[src/rtl/bp_pkg.sv]
`default_nettype none
// ============================================================================
//  Module      : bp_pkg
//  Description : Shared types and constants for the dynamic branch predictor.
//                The optional statistics counters in dyn_branch_predictor are
//                enabled by defining the BRANCH_STATS_EN macro.
//  Revision    : 1.0 - initial release
// ============================================================================
package bp_pkg;

  // Width of the resolved-branch and mispredict statistics counters
  localparam int STAT_W = 16;

  // Default geometry, used by the reference entry layout below
  localparam int DEF_ADDR_LEN = 12;
  localparam int DEF_IDX_BITS = 4;

  // Direction counter states for the default 2-bit counter
  typedef enum logic [1:0] {
    STRONG_NT = 2'b00,
    WEAK_NT   = 2'b01,
    WEAK_T    = 2'b10,
    STRONG_T  = 2'b11
  } ctr_state_e;

  // One BTB entry at the default geometry
  typedef struct packed {
    logic                                 valid;
    logic [DEF_ADDR_LEN-DEF_IDX_BITS-1:0] tag;
    logic [DEF_ADDR_LEN-1:0]              target;
    ctr_state_e                           ctr;
  } btb_entry_t;

  // Weakly-not-taken value for a counter of arbitrary width (just below the MSB)
  function automatic int weak_nt_val(input int ctr_bits);
    return (1 << (ctr_bits - 1)) - 1;
  endfunction

endpackage
`default_nettype wire

[src/rtl/bp_sat_counter.sv]
`default_nettype none
// ============================================================================
//  Module      : bp_sat_counter
//  Description : Next-state function of a saturating direction counter.
//                Increments on taken, decrements on not taken, never wraps.
//  Revision    : 1.0 - initial release
// ============================================================================
module bp_sat_counter #(
  parameter int CTR_BITS = 2
) (
  input  logic [CTR_BITS-1:0] ctr_i,
  input  logic                taken_i,
  input  logic                enable_i,
  output logic [CTR_BITS-1:0] ctr_o
);

  // Saturating step toward the observed direction
  always_comb begin
    ctr_o = ctr_i;
    if (enable_i) begin
      if (taken_i) begin
        if (ctr_i != {CTR_BITS{1'b1}}) ctr_o = ctr_i + CTR_BITS'(1);
      end else begin
        if (ctr_i != {CTR_BITS{1'b0}}) ctr_o = ctr_i - CTR_BITS'(1);
      end
    end
  end

endmodule
`default_nettype wire

[src/rtl/dyn_branch_predictor.sv]
`default_nettype none
// ============================================================================
//  Module      : dyn_branch_predictor
//  Description : Direct-mapped BTB with per-entry saturating direction
//                counters. Combinational lookup in fetch, registered update at
//                branch resolution, combinational mispredict/recovery output.
//                Define BRANCH_STATS_EN to build the statistics counters;
//                otherwise both statistics outputs are tied to zero.
//  Revision    : 1.0 - initial release
// ============================================================================
module dyn_branch_predictor
  import bp_pkg::*;
#(
  parameter int ADDR_LEN = 12,
  parameter int ENTRIES  = 16,
  parameter int CTR_BITS = 2
) (
  input  logic                clk,
  input  logic                rst,
  input  logic [ADDR_LEN-1:0] lookup_pc,
  output logic                pred_taken,
  output logic [ADDR_LEN-1:0] pred_target,
  input  logic                upd_valid,
  input  logic [ADDR_LEN-1:0] upd_pc,
  input  logic                upd_taken,
  input  logic [ADDR_LEN-1:0] upd_target,
  input  logic                upd_pred_taken,
  input  logic [ADDR_LEN-1:0] upd_pred_target,
  output logic                mispredict,
  output logic [ADDR_LEN-1:0] recover_pc,
  input  logic                flush_tables,
  output logic [STAT_W-1:0]   stat_branches,
  output logic [STAT_W-1:0]   stat_mispredicts
);

  localparam int IDX_BITS = $clog2(ENTRIES);
  localparam int TAG_W    = ADDR_LEN - IDX_BITS;

  // The enum encoding is authoritative for the default 2-bit counter
  localparam logic [CTR_BITS-1:0] c_WEAK_NT = (CTR_BITS == 2) ? CTR_BITS'(WEAK_NT)
                                                              : CTR_BITS'(weak_nt_val(CTR_BITS));
  localparam logic [CTR_BITS-1:0] c_WEAK_T  = c_WEAK_NT + CTR_BITS'(1);

  typedef struct packed {
    logic                valid;
    logic [TAG_W-1:0]    tag;
    logic [ADDR_LEN-1:0] target;
    logic [CTR_BITS-1:0] ctr;
  } entry_t;

  entry_t btb_q [ENTRIES];
  entry_t btb_d [ENTRIES];

  logic [IDX_BITS-1:0] lk_idx;
  logic [TAG_W-1:0]    lk_tag;
  entry_t              lk_entry;
  logic                lk_hit;

  logic [IDX_BITS-1:0] up_idx;
  logic [TAG_W-1:0]    up_tag;
  entry_t              up_entry;
  logic                up_hit;
  logic [CTR_BITS-1:0] up_ctr_nxt;

  assign lk_idx = lookup_pc[IDX_BITS-1:0];
  assign lk_tag = lookup_pc[ADDR_LEN-1:IDX_BITS];
  assign up_idx = upd_pc[IDX_BITS-1:0];
  assign up_tag = upd_pc[ADDR_LEN-1:IDX_BITS];

  // Fetch-stage lookup: reads the registered table, so no update bypass
  always_comb begin
    lk_entry    = btb_q[lk_idx];
    lk_hit      = lk_entry.valid && (lk_entry.tag == lk_tag);
    pred_taken  = lk_hit && lk_entry.ctr[CTR_BITS-1];
    pred_target = pred_taken ? lk_entry.target : lookup_pc + ADDR_LEN'(1);
  end

  // Resolution-stage mispredict detection and recovery address
  always_comb begin
    mispredict = 1'b0;
    recover_pc = '0;
    if (upd_valid) begin
      mispredict = (upd_taken != upd_pred_taken) ||
                   (upd_taken && (upd_target != upd_pred_target));
      recover_pc = upd_taken ? upd_target : upd_pc + ADDR_LEN'(1);
    end
  end

  assign up_entry = btb_q[up_idx];
  assign up_hit   = up_entry.valid && (up_entry.tag == up_tag);

  bp_sat_counter #(
    .CTR_BITS (CTR_BITS)
  ) u_sat_counter (
    .ctr_i    (up_entry.ctr),
    .taken_i  (upd_taken),
    .enable_i (up_hit),
    .ctr_o    (up_ctr_nxt)
  );

  // Table next state: flush clears valid bits and suppresses any update that cycle
  always_comb begin
    btb_d = btb_q;
    if (flush_tables) begin
      for (int i = 0; i < ENTRIES; i++) btb_d[i].valid = 1'b0;
    end else if (upd_valid) begin
      if (up_hit) begin
        btb_d[up_idx].ctr = up_ctr_nxt;
        if (upd_taken) btb_d[up_idx].target = upd_target;
      end else if (upd_taken) begin
        btb_d[up_idx].valid  = 1'b1;
        btb_d[up_idx].tag    = up_tag;
        btb_d[up_idx].target = upd_target;
        btb_d[up_idx].ctr    = c_WEAK_T;
      end
    end
  end

  // Table state register with asynchronous reset to empty, weakly-not-taken
  always_ff @(posedge clk or negedge rst) begin
    if (!rst) begin
      for (int i = 0; i < ENTRIES; i++) begin
        btb_q[i].valid  <= 1'b0;
        btb_q[i].tag    <= '0;
        btb_q[i].target <= '0;
        btb_q[i].ctr    <= c_WEAK_NT;
      end
    end else begin
      for (int i = 0; i < ENTRIES; i++) btb_q[i] <= btb_d[i];
    end
  end

`ifdef BRANCH_STATS_EN
  logic [STAT_W-1:0] stat_br_q, stat_br_d;
  logic [STAT_W-1:0] stat_mp_q, stat_mp_d;

  // Saturating statistics; flush_tables deliberately leaves them alone
  always_comb begin
    stat_br_d = stat_br_q;
    stat_mp_d = stat_mp_q;
    if (upd_valid && (stat_br_q != {STAT_W{1'b1}})) stat_br_d = stat_br_q + STAT_W'(1);
    if (mispredict && (stat_mp_q != {STAT_W{1'b1}})) stat_mp_d = stat_mp_q + STAT_W'(1);
  end

  // Statistics registers, cleared only by reset
  always_ff @(posedge clk or negedge rst) begin
    if (!rst) begin
      stat_br_q <= '0;
      stat_mp_q <= '0;
    end else begin
      stat_br_q <= stat_br_d;
      stat_mp_q <= stat_mp_d;
    end
  end

  assign stat_branches    = stat_br_q;
  assign stat_mispredicts = stat_mp_q;
`else
  assign stat_branches    = '0;
  assign stat_mispredicts = '0;
`endif

endmodule
`default_nettype wire

[config.mk]
export PLATFORM = sky130hd
export DESIGN_NAME = dyn_branch_predictor
export DESIGN_NICKNAME = d
export VERILOG_FILES = /design/src/rtl/bp_pkg.sv /design/src/rtl/bp_sat_counter.sv /design/src/rtl/dyn_branch_predictor.sv
export SDC_FILE = /design/constraint.sdc
export NUM_CORES = 1
export LEC_CHECK = 0
export CAP_MARGIN = 5
export CORE_MARGIN = 10
export CORE_UTILIZATION = 60
export CTS_CLUSTER_SIZE = 14
export DETAILED_ROUTE_END_ITERATION = 6
export HOLD_SLACK_MARGIN = 0.06
export PLACE_DENSITY = 0.78
export SLEW_MARGIN = 25
export SYNTH_ARGS = -nofsm -noshare
export SYNTH_HDL_FRONTEND = slang
export SYNTH_SLANG_ARGS = --single-unit
[constraint.sdc]
create_clock -name clk -period 4.4 [get_ports clk]
set_input_delay 0.66 -clock clk [delete_from_list [all_inputs] [get_ports clk]]
set_output_delay 0.66 -clock clk [all_outputs]
set_load 0.005 [all_outputs]
==> results.sh <==
export IMPL_grt_pass1_wl_um=80400
export IMPL_path_cells="mux4_2, mux4_2, xnor2_1, nand2_1, nor4_1, nand4b_1, buf_6, mux2_2, clkdlybuf4s50_1"
export IMPL_die_x_um=199
export IMPL_synth_top_area_frac=0.456
export IMPL_yosys_most_used_dff="dfrtp_1"
export IMPL_root_buffer="clkbuf_16"
export IMPL_cts_tree="done"
export IMPL_rows=65
export IMPL_nets=1501
export IMPL_netlist_area_mm2=0.0193
export IMPL_crit_type="flip-flop to output pin"
export IMPL_finalHoldViolations=0
export IMPL_synth_warnings=0
export IMPL_start_kind="flip-flop"
export IMPL_cap_violations=0
export IMPL_synthCells=1356
export IMPL_fin_skew_ps=18.8
export IMPL_slew_violations=0
export IMPL_area_growth_pct=14.6
export IMPL_yosysSeqAreaShare=0.478
export IMPL_synthTopCellsByArea="dfrtp_1, mux4_2, mux2_2"
export IMPL_slew_headroom=0.356
export IMPL_dpl_hpwl_um=34700
export IMPL_grt_max_degree=96
export IMPL_clk_path_buf_depth=3
export IMPL_vias_per_cell=6.63
export IMPL_placed_area_mm2=0.0207
export IMPL_period_needed_ps=4210
export IMPL_dr_pass1_iters=5
export IMPL_grt_overflow=0
export IMPL_pre_cts_ws_ps=-149
export IMPL_avgSynthCellArea_um2=14.2
export IMPL_antenna_cells=0
export IMPL_finalSetupTns_ps=0
export IMPL_fmax_mhz=237
export IMPL_synth_distinct_cells=47
export IMPL_fin_ws_ps=187
export IMPL_post_route_drc_count=0
export IMPL_hp_class="primary input to async pin"
export IMPL_ys_top_cells_by_count="dfrtp_1, mux2_2, mux4_2, mux2_1, clkbuf_1"
export IMPL_critPathMaxStageDelay_ps=510
export IMPL_drive_above_1_share=0.400
export IMPL_vias=12400
export IMPL_design_portCount=112
export IMPL_p_leak_nw=10.1
export IMPL_crit_arrival_ps=3550
export IMPL_grt_usage=0.269
export IMPL_tightest_slew_ps=965
export IMPL_synth_most_common_cell="dfrtp_1"
export IMPL_rsz0062_at_grt="false"
export IMPL_critPathSlowestCell="clkdlybuf4s50_1"
export IMPL_grt_pass1_vias=13000
export IMPL_postLayoutCellArea_mm2=0.0221
export IMPL_biggestRegsByFlops="btb_q x368"
export IMPL_synthArstFlopShare=1.00
export IMPL_finish_cell_count_without_fillers=1876
export IMPL_wl_um=52700
export IMPL_start_util=0.610
export IMPL_htreeDepth=2
export IMPL_cp_end_kind="output pin"
export IMPL_synth_edf_count=0
export IMPL_avgRoutedWirePerCell_um=28.1
export IMPL_critPathMostFrequentCell="mux4_2"
export IMPL_drtIter0Drc=1218
export IMPL_clkSlewWorstSetupHoldPaths_ps=60
export IMPL_clock_latency_ps=540
export IMPL_dieArea_mm2=0.0398
export IMPL_yosys_area_top_type="dfrtp_1"
export IMPL_largest_reg_flops=368
export IMPL_ant_nets=0
export IMPL_portBuffers=79
export IMPL_n_fill_cell=2066
export IMPL_crit_path_max_fanout=12
export IMPL_setup_viol=0
export IMPL_die_h_um=199
export IMPL_status="finished, final reports clean"
export IMPL_holdWs_ps=102
export IMPL_numCtsBuffers=40
export IMPL_ys_ff_latch=368
export IMPL_cp_data_required_time_ps=3740
export IMPL_regMostFlops="btb_q"
export IMPL_cts_sinks=368
export IMPL_antenna_found_initial=0
export IMPL_power_density_mw_per_mm2=403
export IMPL_gp_congestion=0.915
export IMPL_peakVddDrop_mv=0.280
export IMPL_core_mm2=0.0316
export IMPL_placed_cells=1801
export IMPL_fin_crit_sh=0.958
-- power by group --
part,switching (W),leakage (nW),internal (W)
logic,0.000578,4.63,0.000780
clock network,0.00136,0.694,0.00215
registers,0.000250,4.80,0.00379
-- cells by family after synthesis --
group                      after synthesis  share of synthesized area
adders and majority gates                6                    0.00376
DFF                                    368                      0.478
xor gates and xnor gates                53                     0.0240
AOI/OAI and AO/OA                       90                     0.0343
muxes                                  503                      0.377
buffers and inverters                  174                     0.0421
other                                    1                   0.000194
and+or+nand+nor                        161                     0.0409
-- metal layers --
metal	share of wire	wire, µm	GRT usage
met4	0.030	1590	0.0802
met2	0.48	25500	0.436
met1	0.40	21100	0.363
met5	0	0	0
met3	0.086	4560	0.0542
-- critical path: cells and delay by family (launching register included) --
kind,cells,cell delay [ps]
buf+inv,2,720
flops,1,380
mux,3,1210
simple gates,3,520
xor+xnor,1,180
-- worst paths after layout --
kind / from / endpoint / slack [ps] / depth (start not counted)
setup / recovery: btb_q[14]$_DFFE_PN0P_ / pred_target[6] / 190 / 9
hold / removal: rst / btb_q[346]$_DFFE_PN0P_ / 100 / 1
setup reg to reg: btb_q[112]$_DFFE_PN0P_ / btb_q[185]$_DFFE_PN0P_ / 1010 / 8
hold reg to reg: btb_q[69]$_DFFE_PN1P_ / btb_q[69]$_DFFE_PN1P_ / 480 / 2
max in group asynchronous: rst / btb_q[150]$_DFFE_PN0P_ / 3270 / 2
min in group clk: btb_q[69]$_DFFE_PN1P_ / btb_q[69]$_DFFE_PN1P_ / 480 / 2
-- through the flow --
stage,total power [W],util
6_report,0.00892,0.700
3_3_place_gp,0.00536,0.653
2_1_floorplan,0.00495,-
4_1_cts,0.00895,0.698
3_5_place_dp,0.00543,0.653
5_1_grt,0.00922,0.700
-- placed cells by master (no fill, tap or decap), types with 3 or more instances in the layout --
cell type	netlist	routed
nor2_1	21	19
clkbuf_16	0	43
a21o_1	9	9
buf_2	19	5
nor3_2	3	3
dfrtp_1	352	352
inv_1	21	21
nor2_2	9	11
nand4_1	3	3
mux2_2	251	251
mux2i_1	26	26
mux4_2	146	146
o21ai_0	27	27
xor2_1	26	26
nor3_1	8	8
mux2_1	80	80
and2_1	8	8
dfstp_2	16	16
clkbuf_8	0	17
and3_1	12	12
nand2_1	51	51
a22oi_1	13	13
conb_1	1	32
nor2b_1	5	5
clkdlybuf4s50_1	0	71
ha_1	5	5
xnor2_1	27	27
buf_4	36	78
a21oi_1	4	4
o211ai_1	7	7
o21a_1	7	7
o211a_1	5	5
clkbuf_1	69	9
o2bb2ai_1	3	3
buf_12	0	5
a32o_1	9	9
nand3_1	33	33
nor4_1	5	5
-- timing repair --
action,4_1_cts,5_1_grt
cloned,0,1
resized for setup,2,4
hold buffers,0,0
endpoints found under the setup margin,12,12
setup buffers,0,0
-- cell type report --
type | count | area [µm²] | area share
multi-input cells | 845 | 9390 | 0.424
repair buffers | 164 | 1510 | 0.0683
clock buffers | 68 | 1320 | 0.0596
well taps | 402 | 503 | 0.0227
flip-flops and latches | 368 | 9230 | 0.417
inverters | 23 | 86.3 | 0.00390
clock inverters | 6 | 93.8 | 0.00424
No activity file was read; power rests on OpenSTA's default activity.
